$ cat src/rtl/cgra_stream_pkg.sv
// Shared definitions for the CGRA word-stream blocks.
// Holds the default widths and the stream producer state encoding.
package cgra_stream_pkg;

  localparam int DATA_W_DEF = 32;
  localparam int ADDR_W_DEF = 10;
  localparam int CNT_W_DEF  = 16;

  typedef enum logic [1:0] {
    S_IDLE  = 2'd0,
    S_RUN   = 2'd1,
    S_DRAIN = 2'd2,
    S_DONE  = 2'd3
  } state_t;

endpackage

$ cat src/rtl/stream_source_if.sv
// Control, scratchpad read port and output stream of stream_source.
// The master modport is the producer's view; slave is the surrounding fabric.
interface stream_source_if #(
  parameter int DATA_W = cgra_stream_pkg::DATA_W_DEF,
  parameter int ADDR_W = cgra_stream_pkg::ADDR_W_DEF,
  parameter int CNT_W  = cgra_stream_pkg::CNT_W_DEF
) ();

  logic              io_start;
  logic [ADDR_W-1:0] io_base;
  logic [ADDR_W-1:0] io_stride;
  logic [CNT_W-1:0]  io_count;
  logic              io_busy;
  logic              io_done;
  logic              io_mem_en;
  logic [ADDR_W-1:0] io_mem_addr;
  logic [DATA_W-1:0] io_mem_rdata;
  logic [DATA_W-1:0] io_dout;
  logic              io_dout_v;
  logic              io_dout_r;

  modport master (
    input  io_start, io_base, io_stride, io_count, io_mem_rdata, io_dout_r,
    output io_busy, io_done, io_mem_en, io_mem_addr, io_dout, io_dout_v
  );

  modport slave (
    output io_start, io_base, io_stride, io_count, io_mem_rdata, io_dout_r,
    input  io_busy, io_done, io_mem_en, io_mem_addr, io_dout, io_dout_v
  );

endinterface

$ cat src/rtl/stream_skid2.sv
// Two-entry FIFO with registered head word; valid is decoded from occupancy only,
// so it never depends on the downstream ready.
module stream_skid2 #(
  parameter int DATA_W = cgra_stream_pkg::DATA_W_DEF
) (
  input  logic              clock,
  input  logic              reset,
  input  logic              in_v,
  input  logic [DATA_W-1:0] in_data,
  output logic              out_v,
  output logic [DATA_W-1:0] out_data,
  input  logic              out_r,
  output logic [1:0]        occ
);

  logic [DATA_W-1:0] head_r;
  logic [DATA_W-1:0] tail_r;
  logic [1:0]        occ_r;

  // Occupancy and entry update; the producer never pushes into a full buffer without a pop.
  always_ff @(posedge clock or posedge reset) begin
    if (reset) begin
      head_r <= '0;
      tail_r <= '0;
      occ_r  <= 2'd0;
    end else begin
      case (occ_r)
        2'd0: begin
          if (in_v) begin
            head_r <= in_data;
            occ_r  <= 2'd1;
          end
        end
        2'd1: begin
          if (in_v && out_r) begin
            head_r <= in_data;
          end else if (in_v) begin
            tail_r <= in_data;
            occ_r  <= 2'd2;
          end else if (out_r) begin
            occ_r  <= 2'd0;
          end
        end
        2'd2: begin
          if (out_r) begin
            head_r <= tail_r;
            if (in_v) begin
              tail_r <= in_data;
            end else begin
              occ_r  <= 2'd1;
            end
          end
        end
        default: begin
          occ_r <= 2'd0;
        end
      endcase
    end
  end

  assign out_v    = (occ_r != 2'd0);
  assign out_data = head_r;
  assign occ      = occ_r;

endmodule

$ cat src/rtl/stream_source.sv
// Stream producer: walks a scratchpad (base, stride, count) with 1-cycle-latency reads
// and emits the words on a valid/ready stream through a 2-entry buffer.
module stream_source
  import cgra_stream_pkg::*;
#(
  parameter int DATA_W = DATA_W_DEF,
  parameter int ADDR_W = ADDR_W_DEF,
  parameter int CNT_W  = CNT_W_DEF
) (
  input  logic             clock,
  input  logic             reset,
  stream_source_if.master  io
);

  state_t            state_r;
  logic              busy_r;
  logic              done_r;
  logic [ADDR_W-1:0] addr_r;
  logic [ADDR_W-1:0] stride_r;
  logic [CNT_W-1:0]  count_r;
  logic [CNT_W-1:0]  issued_r;
  logic [CNT_W-1:0]  emitted_r;
  logic              in_flight_r;

  logic              dout_v_s;
  logic [DATA_W-1:0] dout_s;
  logic [1:0]        occ_s;
  logic              pop_s;
  logic [2:0]        pending_s;
  logic              mem_en_s;
  logic              last_issue_s;
  logic              last_emit_s;

  stream_skid2 #(.DATA_W(DATA_W)) u_buf (
    .clock    (clock),
    .reset    (reset),
    .in_v     (in_flight_r),
    .in_data  (io.io_mem_rdata),
    .out_v    (dout_v_s),
    .out_data (dout_s),
    .out_r    (io.io_dout_r),
    .occ      (occ_s)
  );

  assign pop_s        = dout_v_s & io.io_dout_r;
  assign last_issue_s = (issued_r == (count_r - CNT_W'(1)));
  assign last_emit_s  = (emitted_r == (count_r - CNT_W'(1)));

  // Issue a read only if the word still fits after this cycle's pop and the pending return.
  always_comb begin
    pending_s = {1'b0, occ_s} + {2'b00, in_flight_r} - {2'b00, pop_s};
    mem_en_s  = 1'b0;
    if ((state_r == S_RUN) && (pending_s < 3'd2)) begin
      mem_en_s = 1'b1;
    end else begin
      mem_en_s = 1'b0;
    end
  end

  // Transfer FSM with address generator, counters and the read-in-flight flag.
  always_ff @(posedge clock or posedge reset) begin
    if (reset) begin
      state_r     <= S_IDLE;
      busy_r      <= 1'b0;
      done_r      <= 1'b0;
      addr_r      <= '0;
      stride_r    <= '0;
      count_r     <= '0;
      issued_r    <= '0;
      emitted_r   <= '0;
      in_flight_r <= 1'b0;
    end else begin
      in_flight_r <= mem_en_s;
      done_r      <= 1'b0;
      case (state_r)
        S_IDLE: begin
          if (io.io_start) begin
            addr_r    <= io.io_base;
            stride_r  <= io.io_stride;
            count_r   <= io.io_count;
            issued_r  <= '0;
            emitted_r <= '0;
            if (io.io_count == '0) begin
              state_r <= S_DONE;
              done_r  <= 1'b1;
            end else begin
              state_r <= S_RUN;
              busy_r  <= 1'b1;
            end
          end
        end
        S_RUN: begin
          if (mem_en_s) begin
            addr_r   <= addr_r + stride_r;
            issued_r <= issued_r + CNT_W'(1);
            if (last_issue_s) begin
              state_r <= S_DRAIN;
            end
          end
          if (pop_s) begin
            emitted_r <= emitted_r + CNT_W'(1);
          end
        end
        S_DRAIN: begin
          if (pop_s) begin
            emitted_r <= emitted_r + CNT_W'(1);
            if (last_emit_s) begin
              state_r <= S_DONE;
              busy_r  <= 1'b0;
              done_r  <= 1'b1;
            end
          end
        end
        S_DONE: begin
          state_r <= S_IDLE;
        end
        default: begin
          state_r <= S_IDLE;
          busy_r  <= 1'b0;
        end
      endcase
    end
  end

  assign io.io_busy     = busy_r;
  assign io.io_done     = done_r;
  assign io.io_mem_en   = mem_en_s;
  assign io.io_mem_addr = addr_r;
  assign io.io_dout     = dout_s;
  assign io.io_dout_v   = dout_v_s;

endmodule

$ cat src/flat_wrapper.sv
// flat-port wrapper written by rule: the top's interface ports become plain ports
module stream_source_flat import cgra_stream_pkg::*;
#(
  parameter int DATA_W = DATA_W_DEF,
  parameter int ADDR_W = ADDR_W_DEF,
  parameter int CNT_W  = CNT_W_DEF
)
  (clock, reset, io_io_start, io_io_base, io_io_stride, io_io_count, io_io_mem_rdata, io_io_dout_r, io_io_busy, io_io_done, io_io_mem_en, io_io_mem_addr, io_io_dout, io_io_dout_v);
  stream_source_if #(.DATA_W(DATA_W), .ADDR_W(ADDR_W), .CNT_W(CNT_W)) io_i ();
  input  logic clock;
  input  logic reset;
  input wire logic [$bits(io_i.io_start)-1:0] io_io_start;
  input wire logic [$bits(io_i.io_base)-1:0] io_io_base;
  input wire logic [$bits(io_i.io_stride)-1:0] io_io_stride;
  input wire logic [$bits(io_i.io_count)-1:0] io_io_count;
  input wire logic [$bits(io_i.io_mem_rdata)-1:0] io_io_mem_rdata;
  input wire logic [$bits(io_i.io_dout_r)-1:0] io_io_dout_r;
  output wire logic [$bits(io_i.io_busy)-1:0] io_io_busy;
  output wire logic [$bits(io_i.io_done)-1:0] io_io_done;
  output wire logic [$bits(io_i.io_mem_en)-1:0] io_io_mem_en;
  output wire logic [$bits(io_i.io_mem_addr)-1:0] io_io_mem_addr;
  output wire logic [$bits(io_i.io_dout)-1:0] io_io_dout;
  output wire logic [$bits(io_i.io_dout_v)-1:0] io_io_dout_v;
  assign io_i.io_start = io_io_start;
  assign io_i.io_base = io_io_base;
  assign io_i.io_stride = io_io_stride;
  assign io_i.io_count = io_io_count;
  assign io_i.io_mem_rdata = io_io_mem_rdata;
  assign io_i.io_dout_r = io_io_dout_r;
  assign io_io_busy = io_i.io_busy;
  assign io_io_done = io_i.io_done;
  assign io_io_mem_en = io_i.io_mem_en;
  assign io_io_mem_addr = io_i.io_mem_addr;
  assign io_io_dout = io_i.io_dout;
  assign io_io_dout_v = io_i.io_dout_v;
  stream_source #(.DATA_W(DATA_W), .ADDR_W(ADDR_W), .CNT_W(CNT_W)) u_core (.clock(clock), .reset(reset), .io(io_i));
endmodule
$ cat config.mk
export PLATFORM = sky130hd
export DESIGN_NAME = stream_source_flat
export DESIGN_NICKNAME = d
export VERILOG_FILES = /design/src/rtl/cgra_stream_pkg.sv /design/src/rtl/stream_source_if.sv /design/src/rtl/stream_skid2.sv /design/src/rtl/stream_source.sv /design/src/flat_wrapper.sv
export SDC_FILE = /design/constraint.sdc
export NUM_CORES = 1
export LEC_CHECK = 0
export ABC_AREA = 1
export BUFFER_PORTS_ARGS = -buffer_cell sky130_fd_sc_hd__buf_4
export CAP_MARGIN = 0
export CORE_MARGIN = 2
export CORE_UTILIZATION = 60
export CTS_BUF_LIST = sky130_fd_sc_hd__clkbuf_8
export CTS_CLUSTER_SIZE = 8
export DETAILED_ROUTE_END_ITERATION = 16
export PLACE_DENSITY = 0.95
export RECOVER_POWER = 100
export SLEW_MARGIN = 10
export SYNTH_ARGS = -nofsm -noshare
export SYNTH_HDL_FRONTEND = slang
export SYNTH_SLANG_ARGS = --single-unit
$ cat constraint.sdc
create_clock -name clock -period 6.9 [get_ports clock]
set_clock_uncertainty 0.2 [all_clocks]
set_input_delay 1.38 -clock clock [delete_from_list [all_inputs] [get_ports clock]]
set_output_delay 1.38 -clock clock [all_outputs]
set_load 0.03 [all_outputs]
==> results.md, run 1 <==
* Status: finished with violations
* Failing checks: max-capacitance violations, max-slew violations
* Hold_buf cts at 0
* Share of synthesized registers carrying an async set or reset at 100%
* GRT Util Overall at 32.7%
* Root Buffer: clkbuf_8
* H-tree Lvls at 4
* Post-Syn Area at 0.00793 mm²
* Die W at 119 µm
* Hold Crit Class: register to register
* Power share of the combinational group at 49.9%
* Distinct cells, synth at 46
* Antenna cells at 0
* Final hold vios at 0
* Die area at 0.0141 mm²
* Crit. End Element: primary output
* Nets at 1190
* Chip height at 119 µm
* Area growth from synthesis to final layout at 14.6%
* Overflow left after global routing at 0
* WP data arrival at 3.74 ns
* Top FF cell, synth: dfrtp_1
* CTS clock-pin slew for the worst setup and hold paths at about 0.08 ns
* Sequential share of power at 33.2%
* Final core occ at 71.1%
* Net Count, Synth at 1076
* Skew-Pair Late Insertion Delay at 0.47 ns
* GPL Wtd Cong at a little under 1
* Starting Density at approximately 62%
* Vias in the first global route at 7584
* FMAX at between 150 and 200 MHz
* WL/cell at 17.3 µm
* # IOs at roughly 120
* HPWL Detailed at 14900 µm
* Final Max Tran Viols at 287
* Setup TNS at 0 ns
* Final Cycle Share at 77.1%
* Fillers at 925
* Crit path time final at about 5.3 ns
* Final setup fails at 0
* Critical path class: input port to primary output
* Slew headroom at -84.4%
* CP startpoint kind: input port
* Crit path max-delay family: simple AND/OR/NAND/NOR gates
* Crit path max-delay cell type: fa_1
* Power per cell area at 470 mW/mm²
* Port bufs at 117
* Total Power at between 4000 and 5000 µW
* Clock buffer depth at 2
* Clock network fraction of total power at 16.8%
* Largest net degree at the start of global routing at 76
* Hold path cells at 1
* R2r startpoint: u_core.u_buf.occ[0]
* Critical Path Max Stage Delay at 0.51 ns
* Max_cap viols at 5
* DRC errors left at 0
* Cells after DPL at 1252
* Post-Layout Cell Count at 1284
* Worst R2R Path Depth at 8
* Crit-path cells: clkbuf_1 -> inv_1 -> nor2_1 -> ha_1 -> or2_2 -> fa_1 -> nand3_1 -> nor2_1 -> clkbuf_1
* DRT Wirelength at 22200 µm
* Levels on crit path at 9
* Actual slew at the worst max-slew pin at 2.75 ns
* Floorplan core area at about 0.013 mm²
* Setup bufs post-CTS at 0
* CTS tree: yes
* Number of synthesized register bits at between 100 and 150
* Mean Syn Cell Area at 8.05 µm²
* Peak VDD IR at 316 µV
* # rows at 41
* Lkg Pwr at 0.00425 µW
* CP max FO at 4
* Drt first pass iters at 6
* Share of cells above drive strength 1 at 16.1%
* Via/cell ratio at 5.90
* DRT iter0 DRCs at 705
* NetSw at 2100 µW
* Bufs and invs on worst path at 3
* Hold_sp: u_core.stride_r[6]
* Post-synthesis sequential area ratio at 43.9%
* Worst Path Required at 5.32 ns
* Remaining antenna violation count after routing at 0
* First-pass GRT wire length at 36800 µm
* Initial antenna violation count at 0
* Post-synth EDFFs at 0
* Internal cell power at 2180 µW
* Switching Fraction at 49.1%
* RSZ-0062 raised after global routing: no
* CTS buffer count at 17
* Yosys synthesis warning count at 0
* CP startpoint: io_io_dout_r
* # clock sinks at 139
* Vias post-DR at 7575
* Synth Instances at approximately 1000
* Post-CTS Resized at 0
-- final cells by class --
cell class	instances	area (µm²)	share of cell area, %
well taps	172	215	2.37
clock inverters	14	178	1.96
flip-flops and latches	139	3480	38.3
inverters	113	428	4.71
repair buffers	123	733	8.07
multi-input cells	705	3800	41.9
clock buffers	18	248	2.73
-- cell usage in the layout, fill, tap and decap left out, types with 40 or more instances in the layout --
cell        n
inv_1     105
a21oi_1    42
dfrtp_1   139
mux2_2     40
buf_4      71
clkbuf_1   50
o21ai_0    47
nor2_1    103
nand2_1   214
nand3_1   108
-- sequential cells by signal, summed over array words and instances (netlist names) --
signal and flops:
u_core.state_r 2, u_core.io.io_mem_addr 10, u_core.u_buf.out_data 32, u_core.stride_r 10, u_core.io.io_busy 1, u_core.count_r 16
u_core.issued_r 16, u_core.emitted_r 16, u_core.u_buf.tail_r 32, u_core.io.io_done 1, u_core.u_buf.occ 2, u_core.in_flight_r 1
-- cells in the mapped netlist, drive strengths merged (4+ instances only) --
library cell	n	share of area [%]
buf	7	0.58
o21ai	47	3.1
nor2	117	7.0
a31oi	34	2.7
dfrtp	139	44
nor3	23	1.8
o211ai	4	0.38
xor2	6	0.66
mux2	41	5.8
clkbuf	21	0.99
a21oi	42	2.7
nand4	15	1.2
ha	17	2.7
nand3	112	7.5
nand2	220	11
nor3b	4	0.38
inv	112	5.3
-- power by group through the flow --
stage / clock (µW) / sequential (µW) / combinational (µW)
final: 719 / 1420 / 2130
after detailed placement: 0 / 1410 / 2190
after global routing: 755 / 1450 / 2360
after floorplan: 0 / 1580 / 1400
after global placement: 0 / 1400 / 2100
after CTS: 719 / 1410 / 2250
-- layer usage --
layer | global-route usage [%] | routed length, µm
met1 | 38.8 | 8430
met2 | 54.5 | 10900
met3 | 8.57 | 1780
met4 | 17.7 | 1060
met5 | 0 | 0
-- cells by family (layout without fill, tap and decap cells) --
logic type	after synthesis	in the layout	share of synthesized area, %
simple gates	500	500	29.4
buf+inv	141	268	6.96
flops	139	139	43.9
compound gates	136	136	9.76
mux	41	41	5.82
fa+ha+maj	19	19	3.19
xor+xnor	9	9	0.995
-- final timing paths --
check,endpoint,slack [ns]
worst min-delay path,u_core.stride_r[6],0.32
min in group asynchronous,u_core.u_buf.out_data[13],1.46
worst max register to register,u_core.u_buf.out_data[23],2.66
max in group asynchronous,u_core.count_r[12],2.29
worst min register to register,u_core.stride_r[6],0.32
worst max-delay path,io_io_mem_en,1.58
-- through the flow --
stage | instance area [µm²] | hold slack [ns] | setup WS [ns]
3_3_place_gp | 8950 | 0.287 | 2.03
6_report | 9080 | 0.320 | 1.58
3_5_place_dp | 8950 | 0.296 | 1.94
5_1_grt | 9080 | 0.330 | 1.40
2_1_floorplan | 7930 | 0.247 | 1.60
4_1_cts | 9380 | 0.318 | 1.88
(Power assumes the default switching activity.)
==> run 2, diff against run 1 <==
==> constraint.sdc (replaced) <==
create_clock -name clock -period 4.98 [get_ports clock]
set_clock_uncertainty 0.2 [all_clocks]
set_input_delay 0.996 -clock clock [delete_from_list [all_inputs] [get_ports clock]]
set_output_delay 0.996 -clock clock [all_outputs]
set_load 0.03 [all_outputs]
==> results.md, run 2 (synthesis results as in run 1) <==
* Status: finished with violations
* Failing checks: max-capacitance violations, max-slew violations
* CTS clock-pin slew for the worst setup and hold paths at 0.08 ns
* Area growth from synthesis to final layout at 14.6%
* Chip height at 119 µm
* Max_cap viols at 5
* Setup bufs post-CTS at 0
* Cells after DPL at 1253
* H-tree Lvls at 4
* Nets at 1191
* Final instance area at 0.00909 mm²
* Drt first pass iters at 7
* CP max FO at 4
* CTS buffer count at 17
* Largest net degree at the start of global routing at between 60 and 70
* GPL Wtd Cong at 0.996
* R2r startpoint: u_core.u_buf.occ[0]
* Final core occ at around 71%
* Die area at 0.0141 mm²
* Final hold vios at 0
* Antenna cells at 0
* Critical path class: input port to primary output
* Flop2flop setup slack at 0.82 ns
* # rows at 41
* Actual slew at the worst max-slew pin at 2.97 ns
* Most frequent cells in the layout: nand2_1, dfrtp_1, nand3_1
* Reg-to-reg endpoint: u_core.u_buf.out_data[2]
* Worst Path Required at 3.78 ns
* Hold path cells at 1
* Vias in the first global route at ~7500
* # IOs at 118
* HPWL Detailed at 15000 µm
* DRT iter0 DRCs at 585
* Root Buffer: clkbuf_8
* Final Max Tran Viols at about 250
* Hold_buf cts at 0
* FMAX at approximately 230 MHz
* Crit. End Element: primary output
* Remaining antenna violation count after routing at 0
* WP data arrival at 3.24 ns
* GRT Util Overall at 31.8%
* Initial antenna violation count at 0
* Final setup fails at 0
* Hold Crit Class: register to register
* # clock sinks at 139
* WHS Endpoint: u_core.u_buf.tail_r[31]
* Setup TNS at 0 ns
* First-pass GRT wire length at 35600 µm
* Hold_sp: u_core.u_buf.tail_r[31]
* Final Cycle Share at 89.1%
* Lkg Pwr at 0.00426 µW
* Commonest non-fill, non-tap cell in the layout: nand2_1
* Post-CTS Resized at 0
* Die W at 119 µm
* Floorplan core area at 0.0128 mm²
* Crit path time final at 4.44 ns
* Worst R2R Path Depth at 8
* WL/cell at roughly 17 µm
* Share of cells above drive strength 1 at between 15 and 20%
* Power per cell area at approximately 640 mW/mm²
* DRT Wirelength at 21600 µm
* CTS tree: yes
* Port bufs at 117
* Slew headroom at -99.0%
* DRC errors left at 0
* Post-Layout Cell Count at about 1300
* RSZ-0062 raised after global routing: no
* Peak VDD IR at 383 µV
* Vias post-DR at 7567
* Area after DPL at 0.00896 mm²
* CP startpoint kind: input port
* Clock buffer depth at 2
* Skew-Pair Late Insertion Delay at 0.47 ns
* Via/cell ratio at 5.89
* Overflow left after global routing at 0
* Starting Density at 62.1%
[run 2: cell types whose count changed in the layout (fill, tap and decap cells not counted), sizes merged]
cell,change
buf,+2
clkbuf,-2
inv,+1
[run 2: critical path, stage by stage]
cell,delay (ns)
buf_4,0.10
inv_1,0.04
nor2_1,0.22
ha_1,0.28
or2_2,0.30
fa_1,0.49
nand3_1,0.15
nor2_1,0.31
clkbuf_1,0.36
[run 2: final cells by class]
cell class	count	area, µm²
inverters	113	427
clock buffers	17	234
clock inverters	15	180
multi-input cells	705	3810
repair buffers	124	746
well taps	172	215
fillers	939	3690
flip-flops and latches	139	3480
[run 2: metrics by stage]
step | hold slack (ns) | setup WS, ns | power (µW)
global route | 0.317 | 0.347 | 6270
CTS | 0.313 | 0.778 | 6020
floorplan | 0.247 | 0.0595 | 4120
detailed placement | 0.294 | 0.792 | 5000
finish | 0.316 | 0.543 | 5850
global placement | 0.287 | 0.872 | 4840
[run 2: report_power, final]
part	switching (µW)	internal (µW)	total, µW
registers	388	1580	1970
logic	1950	957	2900
clock network	516	466	982
[run 2: routing by layer]
layer	track usage, %	share of wire (%)	wire, µm	up-vias
li1	-	-	-	3510
met1	38.0	38	8110	3574
met2	52.7	49	10500	403
met3	7.71	9.1	1960	80
met4	17.4	4.5	971	0
met5	0	0	0	-
[run 2: how the worst max path moves through the flow]
| stage | start | to | slack (ns) | cells after the start |
|---|---|---|---|---|
| floorplan | reset | u_core.count_r[0] | 0.06 | 1 |
| CTS | io_io_dout_r | io_io_mem_en | 0.78 | 9 |
| global route | io_io_dout_r | io_io_mem_en | 0.35 | 9 |
| global placement | io_io_dout_r | io_io_mem_en | 0.87 | 9 |
| detailed placement | io_io_dout_r | io_io_mem_en | 0.79 | 9 |
| finish | io_io_dout_r | io_io_mem_en | 0.54 | 9 |
==> run 3, diff against run 2 <==
--- a/config.mk
+++ b/config.mk
@@ -13,7 +13,7 @@
 export CTS_BUF_LIST = sky130_fd_sc_hd__clkbuf_8
 export CTS_CLUSTER_SIZE = 8
 export DETAILED_ROUTE_END_ITERATION = 16
-export PLACE_DENSITY = 0.95
+export PLACE_DENSITY = 0.89
 export RECOVER_POWER = 100
 export SLEW_MARGIN = 10
 export SYNTH_ARGS = -nofsm -noshare
==> results.md, run 3 (synthesis results as in run 1) <==
* Power per cell area at approximately 630 mW/mm²
* Overflow left after global routing at 0
* Final hold vios at 0
* Chip height at 119 µm
* Nets at roughly 1200
* Antenna cells at 0
* Floorplan core area at roughly 0.013 mm²
* Hold_buf cts at 0
* GPL Wtd Cong at 0.934
* HPWL Detailed at between 10000 and 15000 µm
* # rows at 41
* Setup TNS at 0 ns
* Initial antenna violation count at 0
* Area of the multi-input gates at 0.00382 mm²
* Root Buffer: clkbuf_8
* Vias in the first global route at 7117
* Actual slew at the worst max-slew pin at around 2.9 ns
* DRT Wirelength at approximately 20000 µm
* Crit. End Element: register
* DRC errors left at 0
* Total Power at 5740 µW
* CTS clock-pin slew for the worst setup and hold paths at 0.09 ns
* Failing checks: max-capacitance violations, max-slew violations
* RSZ-0062 raised after global routing: no
* CP startpoint kind: input port
* Post-CTS Resized at 0
* Cells after DPL at 1253
* Die W at 119 µm
* FMAX at about 230 MHz
* # IOs at 118
* Port bufs at 117
* Most frequent cells in the layout: nand2_1, dfrtp_1, inv_1
* Largest net degree at the start of global routing at 69
* Max_cap viols at 6
* Commonest non-fill, non-tap cell in the layout: nand2_1
* Remaining antenna violation count after routing at 0
* Critical path class: input port to register
* # clock sinks at about 140
* Drt first pass iters at 6
* Slew headroom at -93.6%
* Final Cycle Share at about 86%
* Reg area at approximately 0.0035 mm²
* Share of cells above drive strength 1 at between 15 and 20%
* Post-Layout Cell Count at 1285
* Clock buffer depth at 2
* Via/cell ratio at roughly 5.6
* CTS buffer count at 17
* Worst Path Required at 5.09 ns
* Fillers at 1005
* Die area at roughly 0.014 mm²
* Area growth from synthesis to final layout at 14.7%
* Vias post-DR at 7250
* WL/cell at 15.4 µm
* Status: finished with violations
* WP data arrival at 4.41 ns
* Lkg Pwr at 0.00426 µW
* Final Max Tran Viols at 246
* CP max FO at 15
* Peak VDD IR at 466 µV
* Skew-Pair Late Insertion Delay at 0.45 ns
* First-pass GRT wire length at between 30000 and 40000 µm
* Starting Density at 62.1%
* DRT iter0 DRCs at 627
* CTS tree: yes
* H-tree Lvls at 4
* Hold Crit Class: register to register
* Setup bufs post-CTS at 0
* Final setup fails at 0
* GRT Util Overall at ~29%
* Crit path time final at 4.31 ns
[run 3: cell count changes in the layout (fill, tap and decap cells not counted), sizes merged]
cell	before	now
inv	119	117
clkbuf	68	70
buf	73	72
clkinv	4	5
[run 3: per-stage QoR]
stage	hold slack (ns)	cell area (µm²)	util, %	setup slack [ns]
2_1_floorplan	0.247	7930	-	0.0595
3_3_place_gp	0.266	8960	70.1	0.924
3_5_place_dp	0.281	8960	70.1	0.866
4_1_cts	0.303	9370	73.3	0.856
5_1_grt	0.327	9090	71.2	0.381
6_report	0.303	9090	71.2	0.675
[run 3: final cells by class]
type	instances	share of cell area (%)
multi-input cells	705	42.0
flip-flops and latches	139	38.3
repair buffers	124	8.16
inverters	113	4.69
clock buffers	18	2.73
well taps	172	2.37
clock inverters	14	1.75
[run 3: power by group]
| part | switching (µW) | internal, µW | total, µW | leakage (µW) |
|---|---|---|---|---|
| Sequential | 361 | 1580 | 1940 | 0.00169 |
| Clock | 477 | 470 | 947 | 0.000211 |
| Combinational | 1900 | 963 | 2860 | 0.00236 |
| Total | 2730 | 3010 | 5740 | 0.00426 |
[run 3: path summary, 6_finish.rpt]
| kind | from | end | slack, ns | depth (start not counted) |
|---|---|---|---|---|
| max in group asynchronous | reset | u_core.u_buf.out_data[8] | 1.49 | 3 |
| worst max register to register | u_core.u_buf.occ[0] | u_core.issued_r[13] | 0.91 | 16 |
| worst max-delay path | io_io_dout_r | u_core.issued_r[13] | 0.67 | 17 |
| worst min register to register | u_core.emitted_r[15] | u_core.emitted_r[15] | 0.30 | 1 |
| min in group asynchronous | reset | u_core.stride_r[4] | 1.16 | 2 |
| worst min-delay path | u_core.emitted_r[15] | u_core.emitted_r[15] | 0.30 | 1 |
[run 3: routing by layer]
layer	up-vias	wire length, µm	global-route usage (%)
li1	3512	-	-
met4	0	486	10.0
met1	3435	7970	35.2
met5	-	0	0
met2	254	10100	50.9
met3	49	1280	7.90
[run 3: worst max-delay path, cell delays in order]
cell      delay, ns
clkbuf_1       0.16
inv_1          0.06
nor2_1         0.20
ha_1           0.26
or2_2          0.30
fa_1           0.48
nand3_1        0.14
nand2_2        0.09
nand2_1        0.33
nor2_1         0.39
nand3_1        0.18
nor2_1         0.22
nand3_2        0.12
nor2_1         0.20
inv_1          0.09
nor3_2         0.14
nor3_2         0.05
